## src/rtl/memory_tester_pkg.sv

```systemverilog
// rtl/memory_tester_pkg.sv - shared helpers for the memory tester RAM window
package memory_tester_pkg;

    localparam int MAX_IMAGE_W = 8192;
    localparam int MAX_WORD_W  = 256;

    // Index width for an array of n words, never narrower than one bit.
    function automatic int idx_width(input int n);
        return (n <= 1) ? 1 : $clog2(n);
    endfunction

    // Extract entry j of a packed reference image whose entries are w bits wide.
    function automatic logic [MAX_WORD_W-1:0] unpack_entry(
        input logic [MAX_IMAGE_W-1:0] image,
        input int                     j,
        input int                     w
    );
        logic [MAX_IMAGE_W-1:0] shifted;
        logic [MAX_WORD_W-1:0]  entry;
        shifted = image >> (j * w);
        entry   = shifted[MAX_WORD_W-1:0];
        for (int b = 0; b < MAX_WORD_W; b++) begin
            if (b >= w) entry[b] = 1'b0;
        end
        return entry;
    endfunction

endpackage

```

## src/rtl/memory_tester_ram_if.sv

```systemverilog
// rtl/memory_tester_ram_if.sv - word bus between a CPU-side master and the tester window
interface memory_tester_ram_if #(
    parameter int addr_size = 30,
    parameter int word_size = 32
);
    logic [addr_size-1:0] addr;
    logic [word_size-1:0] data_in;
    logic                 write_en;
    logic [word_size-1:0] data_out;

    modport master (output addr, output data_in, output write_en, input data_out);
    modport slave  (input addr, input data_in, input write_en, output data_out);
endinterface

```

## src/rtl/memory_tester_decode.sv

```systemverilog
// rtl/memory_tester_decode.sv - window select and entry index from the word address
module memory_tester_decode #(
    parameter int base_addr  = 1024,
    parameter int addr_size  = 30,
    parameter int array_size = 4,
    parameter int idx_w      = 2
) (
    input  logic [addr_size-1:0] addr_i,
    output logic                 sel_o,
    output logic [idx_w-1:0]     idx_o
);
    // One extra bit so the window end is representable and overflow is visible.
    localparam logic [addr_size:0] BASE_X = (addr_size + 1)'(base_addr);
    localparam logic [addr_size:0] END_X  = BASE_X + (addr_size + 1)'(array_size);
    localparam logic [addr_size:0] LIMIT  = {1'b1, {addr_size{1'b0}}};

    if (END_X > LIMIT) begin : g_bad_window
        $error("memory_tester_decode: base_addr + array_size overflows addr_size bits");
    end

    logic [addr_size:0] addr_x;
    assign addr_x = {1'b0, addr_i};
    assign sel_o  = (addr_x >= BASE_X) && (addr_x < END_X);
    assign idx_o  = idx_w'(addr_i - BASE_X[addr_size-1:0]);

endmodule

```

## src/rtl/memory_tester_ram.sv

```systemverilog
// rtl/memory_tester_ram.sv - self-checking RAM window compared against a reference image
// Read path built only when MEMORY_TESTER_READBACK_EN is defined; otherwise data_out is 0.
module memory_tester_ram
    import memory_tester_pkg::*;
#(
    parameter int                            base_addr     = 1024,
    parameter int                            addr_size     = 30,
    parameter int                            array_size    = 4,
    parameter int                            word_size     = 32,
    parameter logic [array_size*word_size-1:0] array_content = '0
) (
    input  logic                 clk,
    input  logic                 reset,
    memory_tester_ram_if.slave   bus,
    output logic                 content_ok
);
    localparam int IDX_W = idx_width(array_size);
    localparam logic [MAX_IMAGE_W-1:0] IMG = MAX_IMAGE_W'(array_content);

    logic             sel;
    logic [IDX_W-1:0] idx;

    memory_tester_decode #(
        .base_addr  (base_addr),
        .addr_size  (addr_size),
        .array_size (array_size),
        .idx_w      (IDX_W)
    ) u_decode (
        .addr_i (bus.addr),
        .sel_o  (sel),
        .idx_o  (idx)
    );

    logic [word_size-1:0] mem_q [array_size];
    logic [word_size-1:0] mem_d [array_size];

    always_comb begin
        mem_d = mem_q;
        if (bus.write_en && sel) mem_d[idx] = bus.data_in;
    end

    always_ff @(posedge clk or negedge reset) begin
        if (!reset) begin
            for (int j = 0; j < array_size; j++) mem_q[j] <= '0;
        end else begin
            mem_q <= mem_d;
        end
    end

`ifdef MEMORY_TESTER_READBACK_EN
    // Reads sample mem_q, so a same-edge write returns the pre-write word.
    logic [word_size-1:0] rdata_q;
    logic [word_size-1:0] rdata_d;

    assign rdata_d = sel ? mem_q[idx] : '0;

    always_ff @(posedge clk or negedge reset) begin
        if (!reset) rdata_q <= '0;
        else        rdata_q <= rdata_d;
    end

    assign bus.data_out = rdata_q;
`else
    assign bus.data_out = '0;
`endif

    logic [array_size-1:0] match;

    for (genvar j = 0; j < array_size; j++) begin : g_cmp
        localparam logic [word_size-1:0] REF_J = word_size'(unpack_entry(IMG, j, word_size));
        assign match[j] = (mem_q[j] == REF_J);
    end

    assign content_ok = &match;

endmodule

```

## src/flat_wrapper.sv

```systemverilog
// flat-port wrapper written by rule: the top's interface ports become plain ports
module memory_tester_ram_flat import memory_tester_pkg::*;
#(
    parameter int                            base_addr     = 1024,
    parameter int                            addr_size     = 30,
    parameter int                            array_size    = 4,
    parameter int                            word_size     = 32,
    parameter logic [array_size*word_size-1:0] array_content = '0
)
  (clk, reset, content_ok, bus_addr, bus_data_in, bus_write_en, bus_data_out);
  memory_tester_ram_if #(.addr_size(addr_size), .word_size(word_size)) bus_i ();
  input  logic clk;
  input  logic reset;
  output logic content_ok;
  input wire logic [$bits(bus_i.addr)-1:0] bus_addr;
  input wire logic [$bits(bus_i.data_in)-1:0] bus_data_in;
  input wire logic [$bits(bus_i.write_en)-1:0] bus_write_en;
  output wire logic [$bits(bus_i.data_out)-1:0] bus_data_out;
  assign bus_i.addr = bus_addr;
  assign bus_i.data_in = bus_data_in;
  assign bus_i.write_en = bus_write_en;
  assign bus_data_out = bus_i.data_out;
  memory_tester_ram #(.base_addr(base_addr), .addr_size(addr_size), .array_size(array_size), .word_size(word_size), .array_content(array_content)) u_core (.clk(clk), .reset(reset), .bus(bus_i), .content_ok(content_ok));
endmodule
```

## config.mk

```make
export PLATFORM = sky130hd
export DESIGN_NAME = memory_tester_ram_flat
export DESIGN_NICKNAME = d
export VERILOG_FILES = /design/src/rtl/memory_tester_pkg.sv /design/src/rtl/memory_tester_ram_if.sv /design/src/rtl/memory_tester_decode.sv /design/src/rtl/memory_tester_ram.sv /design/src/flat_wrapper.sv
export SDC_FILE = /design/constraint.sdc
export NUM_CORES = 1
export LEC_CHECK = 0
export ABC_AREA = 1
export CELL_PAD_IN_SITES_DETAIL_PLACEMENT = 1
export CELL_PAD_IN_SITES_GLOBAL_PLACEMENT = 2
export CORE_MARGIN = 1
export CORE_UTILIZATION = 31
export CTS_BUF_LIST = sky130_fd_sc_hd__clkbuf_16
export DETAILED_ROUTE_END_ITERATION = 7
export PLACE_DENSITY_LB_ADDON = 0.1
export SLEW_MARGIN = 5
export SYNTH_ARGS = -nofsm -noshare
export SYNTH_HDL_FRONTEND = slang
export SYNTH_SLANG_ARGS = --single-unit
```

## constraint.sdc

```tcl
create_clock -name clk -period 1.7 [get_ports clk]
set_clock_uncertainty 0.2 [all_clocks]
set_input_delay 0.425 -clock clk [delete_from_list [all_inputs] [get_ports clk]]
set_output_delay 0.425 -clock clk [all_outputs]
set_load 0.05 [all_outputs]
```

==> flow_results.xml, run 1 <==
<?xml version="1.0" encoding="UTF-8"?>
<metrics>
  <group name="critical_path">
    <metric name="startpoint" unit="">u_core.mem_q[115]</metric>
    <metric name="critical_path.cell_chain" unit="">nor2_1 &gt; nand2_1 &gt; nor2_1 &gt; nand2_1 &gt; nor2_4 &gt; nand2_2 &gt; nor2_4 &gt; buf_12</metric>
    <metric name="max_stage_delay" unit="ns">0.38</metric>
    <metric name="slowest_stage" unit="">sky130_fd_sc_hd__dfrtp_1</metric>
    <metric name="class_of_the_most_critical_setup_path" unit="">register to output port</metric>
    <metric name="arrival" unit="ns">1.79</metric>
    <metric name="startpoint_type" unit="">register</metric>
    <metric name="critical_path_peak_fanout" unit="">2</metric>
    <metric name="critical_path_required" unit="ns">1.07</metric>
    <metric name="end_kind" unit="">output port</metric>
    <metric name="worstReg2RegStart" unit="">u_core.mem_q[78]</metric>
  </group>
  <group name="cells_and_area">
    <metric name="num_antenna_cells" unit="">0</metric>
    <metric name="largest_register_ff_count" unit="">128</metric>
    <metric name="layoutNonFillerInstCount" unit="">1147</metric>
    <metric name="areaGrowthSynthToFinish" unit="%">38.44</metric>
    <metric name="most_common_cell_after_layout_fill_and_taps_aside" unit="">sky130_fd_sc_hd__nand2_1</metric>
    <metric name="layout.nets" unit="">942</metric>
    <metric name="design_area" unit="um2">8391</metric>
    <metric name="post_route_cells_drive_above_1_share" unit="%">20.63</metric>
    <metric name="reg.largest.list" unit="">u_core.mem_q x128</metric>
    <metric name="final_cell_mix" unit="">274 x sky130_fd_sc_hd__nand2_1, 128 x sky130_fd_sc_hd__nand3_1, 128 x sky130_fd_sc_hd__dfrtp_1, 78 x sky130_fd_sc_hd__nor2_1, 37 x sky130_fd_sc_hd__nand2_2</metric>
    <metric name="registers.top_by_ff_count" unit="">u_core.mem_q</metric>
  </group>
  <group name="yosys">
    <metric name="yosys_register_bits" unit="">128</metric>
    <metric name="post_synth_instance_area" unit="um2">6061</metric>
    <metric name="yosysSeqAreaShare" unit="%">52.85</metric>
    <metric name="synth_xor_area_share" unit="%">0</metric>
    <metric name="synthMuxAreaShare" unit="%">0</metric>
    <metric name="synth_cell_types" unit="">13</metric>
    <metric name="netlist_instances" unit="">774</metric>
    <metric name="synth-warning-count" unit="">0</metric>
    <metric name="synth_compound_area_share" unit="%">0</metric>
    <metric name="syn_avg_cell_area" unit="um2">7.831</metric>
    <metric name="synth-simple-area-share" unit="%">37.78</metric>
    <metric name="synth_top_family_by_area" unit="">simple AND/OR/NAND/NOR gates</metric>
    <metric name="synth_fa_ha_area_share" unit="%">0</metric>
  </group>
  <group name="clock_network">
    <metric name="cts-buffers-inserted" unit="">17</metric>
    <metric name="clk_transition_reported_paths" unit="ns">0.06</metric>
    <metric name="max-clock-path-buffers" unit="">2</metric>
    <metric name="htree_num_levels" unit="">4</metric>
    <metric name="cts_root_buffer" unit="">sky130_fd_sc_hd__clkbuf_16</metric>
    <metric name="clkSinkCount" unit="">128</metric>
    <metric name="worst_skew_pair.late_latency" unit="ns">0.41</metric>
    <metric name="tritoncts_clock_tree" unit="">yes</metric>
  </group>
  <group name="power">
    <metric name="switchingPower" unit="W">0.001718</metric>
    <metric name="power_density" unit="nW/um2">856.2</metric>
    <metric name="pwr-share-seq" unit="%">42.4</metric>
    <metric name="cell_internal_pwr" unit="W">0.005467</metric>
    <metric name="power.share.combinational" unit="%">7.5</metric>
    <metric name="leakage" unit="nW">4.554</metric>
    <metric name="vdd.ir_drop.worst" unit="mV">0.5076</metric>
    <metric name="switching_share" unit="%">23.91</metric>
    <metric name="total_power" unit="W">0.007184</metric>
    <metric name="clock_power_share" unit="%">50.1</metric>
  </group>
  <group name="detailed_routing">
    <metric name="drt-pass1-iter-count" unit="">4</metric>
    <metric name="route.detailed.vias_per_inst" unit="">4.709</metric>
    <metric name="drc_violations" unit="">0</metric>
    <metric name="wl_per_cell" unit="um">17.79</metric>
    <metric name="detailroute.via_count" unit="">5401</metric>
    <metric name="wirelength" unit="mm">20.41</metric>
    <metric name="detail-route-antenna-nets" unit="">0</metric>
    <metric name="drt_iter0_markers" unit="">367</metric>
  </group>
  <group name="global_route">
    <metric name="grt_start_max_net_pins" unit="">33</metric>
    <metric name="global_route.usage.total" unit="%">21.12</metric>
    <metric name="first_global_vias" unit="">5768</metric>
    <metric name="antenna_found_initial" unit="">0</metric>
    <metric name="grt_pass1_wl" unit="mm">31.62</metric>
    <metric name="grt_overflow" unit="">0</metric>
  </group>
  <group name="timing">
    <metric name="grt_setup_unrepaired" unit="">true</metric>
    <metric name="max_clock_freq" unit="MHz">414.9</metric>
    <metric name="layout_min_cycle_time" unit="ns">2.410</metric>
    <metric name="fin_ws" unit="ns">-0.7103</metric>
    <metric name="fin_setup_tns" unit="ns">-0.7103</metric>
    <metric name="hold_vio_cnt_final" unit="">0</metric>
    <metric name="number_of_slew_limit_violations_in_the_final_report" unit="">0</metric>
    <metric name="fin_crit_sh" unit="%">141.8</metric>
    <metric name="report.final.setup_viol" unit="">1</metric>
    <metric name="final.hold.worst_slack" unit="ns">0.2690</metric>
  </group>
  <group name="worst_hold_path">
    <metric name="min_path_type" unit="">register to register</metric>
    <metric name="hp-start" unit="">u_core.mem_q[98]</metric>
  </group>
  <group name="die">
    <metric name="fp.dieW" unit="um">141.8</metric>
    <metric name="die_height" unit="um">141.8</metric>
    <metric name="row_cnt" unit="">50</metric>
    <metric name="floorplan.io_pins" unit="">98</metric>
    <metric name="start_util" unit="%">31.97</metric>
    <metric name="fp.dieArea" unit="um2">20110</metric>
    <metric name="core" unit="um2">18960</metric>
  </group>
  <group name="place">
    <metric name="io_buffers" unit="">65</metric>
    <metric name="placedCellCount" unit="">1080</metric>
    <metric name="routabilityCongestion" unit="">0.7461</metric>
    <metric name="hpwl" unit="mm">11.59</metric>
    <metric name="placement.cell_area" unit="um2">6955</metric>
  </group>
  <group name="flow_run">
    <metric name="maxCapViolations" unit="">0</metric>
  </group>
  <group name="status">
    <metric name="violations" unit="">setup timing</metric>
    <metric name="run_status" unit="">complete, but fails checks</metric>
  </group>
</metrics>
-- through the flow --
step | utilization (%) | setup slack [ns]
detailed placement | 36.69 | -0.5834
finish | 44.26 | -0.7103
global placement | 36.69 | -0.5357
global route | 44.26 | -0.7920
CTS | 42.79 | -0.6874
floorplan | - | -0.02389
-- synthesized netlist by cell type --
cell	n	area (um2)
sky130_fd_sc_hd__inv_2	1	3.750
sky130_fd_sc_hd__buf_6	13	146.4
sky130_fd_sc_hd__clkbuf_1	11	41.29
sky130_fd_sc_hd__conb_1	1	3.750
sky130_fd_sc_hd__buf_2	13	65.06
sky130_fd_sc_hd__dfrtp_1	128	3203
sky130_fd_sc_hd__inv_1	16	60.06
sky130_fd_sc_hd__nand3_1	130	650.6
sky130_fd_sc_hd__buf_4	33	247.7
sky130_fd_sc_hd__nand3_2	4	40.04
sky130_fd_sc_hd__nand2_1	314	1179
sky130_fd_sc_hd__nor2_1	107	401.6
sky130_fd_sc_hd__nor2_2	3	18.77
-- layout make-up --
type	count	area, um2
clock buffers	17	425.4
flip-flops and latches	128	3203
clock inverters	12	146.4
multi-input cells	590	2688
well taps	260	325.3
inverters	17	63.81
fillers	2269	10570
repair buffers	123	1539
-- metal layers --
metal	part of all wire, %	global-route usage [%]
met1	44	26.70
met2	51	37.57
met3	4.0	3.712
met4	0.71	4.471
met5	0	0
-- cells by family after synthesis --
| group | after synthesis |
|---|---|
| flops | 128 |
| simple gates | 558 |
| other cells | 1 |
| buf+inv | 87 |
-- critical path: cells and delay by family, from the launching register on --
family	cells	cell delay, ns
buffers and inverters	1	0.15
flip-flops	1	0.38
AND/OR/NAND/NOR	7	0.83
-- worst paths after layout --
check                                         to  slack, ns  cells after the start
worst max-delay path                  content_ok      -0.71                      8
worst max register to register  u_core.mem_q[78]       0.79                      3
max in group asynchronous       u_core.mem_q[59]       0.47                      3
worst min-delay path            u_core.mem_q[98]       0.27                      2
min in group asynchronous        u_core.mem_q[8]       0.28                      2
worst min register to register  u_core.mem_q[98]       0.27                      2
-- power by group through the flow --
stage,clock [W],sequential [W],combinational (W)
floorplan,0,0.00310,0.000273
global placement,0,0.00310,0.000541
finish,0.00360,0.00305,0.000540
CTS,0.00366,0.00305,0.000538
global route,0.00378,0.00305,0.000578
detailed placement,0,0.00310,0.000548
-- repair_timing --
action | in CTS | in global routing
hold buffers | 1 | 0
setup buffers | 15 | 9
hold endpoints to repair | 16 | 0
pin swaps | 29 | 32
cloned | 13 | 2
setup endpoints to repair | 129 | 121
resized for setup | 105 | 79
Note: power is estimated with default switching activity, not from simulation.
==> run 2, diff against run 1 <==
--- a/config.mk
+++ b/config.mk
@@ -6,6 +6,7 @@
 export NUM_CORES = 1
 export LEC_CHECK = 0
 export ABC_AREA = 1
+export CAP_MARGIN = 15
 export CELL_PAD_IN_SITES_DETAIL_PLACEMENT = 1
 export CELL_PAD_IN_SITES_GLOBAL_PLACEMENT = 2
 export CORE_MARGIN = 1
@@ -13,6 +14,7 @@
 export CTS_BUF_LIST = sky130_fd_sc_hd__clkbuf_16
 export DETAILED_ROUTE_END_ITERATION = 7
 export PLACE_DENSITY_LB_ADDON = 0.1
+export RECOVER_POWER = 25
 export SLEW_MARGIN = 5
 export SYNTH_ARGS = -nofsm -noshare
 export SYNTH_HDL_FRONTEND = slang
==> run 2 against run 1 <==
The run still ends with setup timing left. Sequential share of layout area increased by 0.13 points. Register-to-register slack is essentially flat. Sequential cell count stayed put. Routed wire length is essentially flat. First-iteration DRC count rose by 5.2%. Core utilization down 0.15 points. Sequential power hardly changed. Combinational power decreased by 2%. Total power shrank 0.24%. Setup slack gained 0.022 ns. Critical path depth did not move. Fmax rose by 0.91%.
==> flow_results.xml, run 2 (synthesis results as in run 1) <==
<?xml version="1.0" encoding="UTF-8"?>
<metrics>
  <group name="global_route">
    <metric name="grt_overflow" unit="">0</metric>
    <metric name="antenna_found_initial" unit="">0</metric>
    <metric name="first_global_vias" unit="">5768</metric>
    <metric name="global_route.usage.total" unit="%">21.12</metric>
    <metric name="grt_pass1_wl" unit="mm">31.62</metric>
    <metric name="grt_start_max_net_pins" unit="">33</metric>
  </group>
  <group name="timing">
    <metric name="report.final.setup_viol" unit="">1</metric>
    <metric name="relSlewSlack" unit="%">57.08</metric>
    <metric name="grt_setup_unrepaired" unit="">true</metric>
    <metric name="fin_ws" unit="ns">-0.6885</metric>
    <metric name="layout_min_cycle_time" unit="ns">2.389</metric>
    <metric name="fin_setup_tns" unit="ns">-0.6885</metric>
    <metric name="number_of_slew_limit_violations_in_the_final_report" unit="">0</metric>
    <metric name="hold_vio_cnt_final" unit="">0</metric>
    <metric name="max_slew.worst_pin.slew" unit="ns">0.6439</metric>
    <metric name="max_clock_freq" unit="MHz">418.7</metric>
    <metric name="fin_crit_sh" unit="%">140.5</metric>
  </group>
  <group name="cells_and_area">
    <metric name="most_common_cell_after_layout_fill_and_taps_aside" unit="">sky130_fd_sc_hd__nand2_1</metric>
    <metric name="largest_register_ff_count" unit="">128</metric>
    <metric name="num_antenna_cells" unit="">0</metric>
    <metric name="post_route_cells_drive_above_1_share" unit="%">20.63</metric>
    <metric name="layout.nets" unit="">942</metric>
    <metric name="utilization" unit="%">44.12</metric>
    <metric name="final_cell_mix" unit="">274 x sky130_fd_sc_hd__nand2_1, 128 x sky130_fd_sc_hd__nand3_1, 128 x sky130_fd_sc_hd__dfrtp_1, 78 x sky130_fd_sc_hd__nor2_1, 37 x sky130_fd_sc_hd__nand2_2</metric>
    <metric name="reg.largest.list" unit="">u_core.mem_q x128</metric>
    <metric name="areaGrowthSynthToFinish" unit="%">37.99</metric>
    <metric name="registers.top_by_ff_count" unit="">u_core.mem_q</metric>
  </group>
  <group name="die">
    <metric name="start_util" unit="%">31.97</metric>
    <metric name="floorplan.io_pins" unit="">98</metric>
    <metric name="die_height" unit="um">141.8</metric>
    <metric name="row_cnt" unit="">50</metric>
    <metric name="core" unit="um2">18960</metric>
    <metric name="fp.dieArea" unit="um2">20110</metric>
    <metric name="fp.dieW" unit="um">141.8</metric>
  </group>
  <group name="critical_path">
    <metric name="slowest_stage" unit="">sky130_fd_sc_hd__dfrtp_1</metric>
    <metric name="end_kind" unit="">output port</metric>
    <metric name="max_stage_delay" unit="ns">0.38</metric>
    <metric name="critical_path_peak_fanout" unit="">2</metric>
    <metric name="class_of_the_most_critical_setup_path" unit="">register to output port</metric>
    <metric name="critical_path.cell_chain" unit="">nor2_1 &gt; nand2_1 &gt; nor2_1 &gt; nand2_1 &gt; nor2_4 &gt; nand2_2 &gt; nor2_4 &gt; buf_12</metric>
    <metric name="arrival" unit="ns">1.76</metric>
    <metric name="worstRegToRegCells" unit="">3</metric>
    <metric name="critical_path_required" unit="ns">1.07</metric>
    <metric name="worstReg2RegStart" unit="">u_core.mem_q[78]</metric>
    <metric name="startpoint_type" unit="">register</metric>
    <metric name="startpoint" unit="">u_core.mem_q[115]</metric>
  </group>
  <group name="detailed_routing">
    <metric name="wl_per_cell" unit="um">17.80</metric>
    <metric name="wl_met3" unit="um">721</metric>
    <metric name="detail-route-antenna-nets" unit="">0</metric>
    <metric name="drc_violations" unit="">0</metric>
    <metric name="detail_route.wirelength.met1" unit="mm">9.139</metric>
    <metric name="routed-wl-met2" unit="mm">10.44</metric>
    <metric name="drt-pass1-iter-count" unit="">4</metric>
    <metric name="wirelength" unit="mm">20.42</metric>
    <metric name="drt_iter0_markers" unit="">386</metric>
    <metric name="routed.top_layer" unit="">met4</metric>
    <metric name="detailroute.via_count" unit="">5408</metric>
    <metric name="route.detailed.vias_per_inst" unit="">4.715</metric>
  </group>
  <group name="flow_run">
    <metric name="maxCapViolations" unit="">0</metric>
  </group>
  <group name="power">
    <metric name="leakage" unit="nW">4.544</metric>
    <metric name="power_density" unit="nW/um2">857.0</metric>
    <metric name="vdd.ir_drop.worst" unit="mV">0.5060</metric>
  </group>
  <group name="clock_network">
    <metric name="clk_transition_reported_paths" unit="ns">0.05</metric>
    <metric name="max-clock-path-buffers" unit="">2</metric>
    <metric name="worst_skew_pair.late_latency" unit="ns">0.41</metric>
    <metric name="clkSinkCount" unit="">128</metric>
    <metric name="tritoncts_clock_tree" unit="">yes</metric>
    <metric name="cts-buffers-inserted" unit="">17</metric>
    <metric name="cts_root_buffer" unit="">sky130_fd_sc_hd__clkbuf_16</metric>
    <metric name="htree_num_levels" unit="">4</metric>
  </group>
  <group name="place">
    <metric name="hpwl" unit="mm">11.59</metric>
    <metric name="routabilityCongestion" unit="">0.7461</metric>
    <metric name="io_buffers" unit="">65</metric>
  </group>
  <group name="worst_hold_path">
    <metric name="hp-start" unit="">u_core.mem_q[98]</metric>
    <metric name="worst_hold_depth" unit="">2</metric>
    <metric name="min_path_type" unit="">register to register</metric>
  </group>
  <group name="status">
    <metric name="violations" unit="">setup timing</metric>
    <metric name="run_status" unit="">complete, but fails checks</metric>
  </group>
</metrics>
==> run 2: critical path: cells and delay by family (launching register included) <==
kind / cells / cell delay, ns
buffers and inverters: 1 / 0.15
and+or+nand+nor: 7 / 0.81
DFF: 1 / 0.38
==> run 2: final cells by class <==
type / instances / area, um2
fill: 2270 / 10590
sequential: 128 / 3203
multi-input combinational: 590 / 2688
timing repair buffer: 123 / 1511
clock buffer: 17 / 425.4
tap: 260 / 325.3
clock inverter: 12 / 146.4
inverter: 17 / 63.81
==> run 2: path summary, 6_finish.rpt <==
path / endpoint / slack [ns]
max: content_ok / -0.69
min: u_core.mem_q[98] / 0.27
max reg2reg: u_core.mem_q[78] / 0.79
min reg2reg: u_core.mem_q[98] / 0.27
max in group asynchronous: u_core.mem_q[23] / 0.15
min in group asynchronous: u_core.mem_q[3] / 0.37
==> run 2: report_power, final <==
group | switching, W | internal (W) | total, W
Combinational | 0.000383 | 0.000149 | 0.000531
Clock | 0.00132 | 0.00226 | 0.00359
Sequential | 0.0000000000651 | 0.00305 | 0.00305
==> run 2: repair_timing <==
item / CTS / global route
endpoints found under the hold margin: 16 / 0
gates cloned: 13 / 2
setup buffers: 15 / 9
endpoints found under the setup margin: 129 / 121
gates resized for setup: 105 / 79
pin swaps: 29 / 32
hold buffers: 1 / 0
==> run 2: stage by stage <==
step                total power, W  hold WS [ns]  cells  setup WS (ns)  area [um2]
floorplan                 0.003377      -0.07059    805       -0.02389        6185
global placement          0.003644        0.1666   1080        -0.5357        6955
detailed placement        0.003650        0.1703   1080        -0.5834        6955
CTS                       0.007244        0.2724   1137        -0.6874        8110
global route              0.007400        0.2882   1147        -0.7920        8363
finish                    0.007167        0.2690   1147        -0.6885        8363
==> run 2: layer usage <==
metal / vias up / GRT usage (%)
met2: 118 / 37.57
met3: 7 / 3.712
met4: 0 / 4.471
li1: 2573 / -
met5: - / 0
met1: 2710 / 26.70
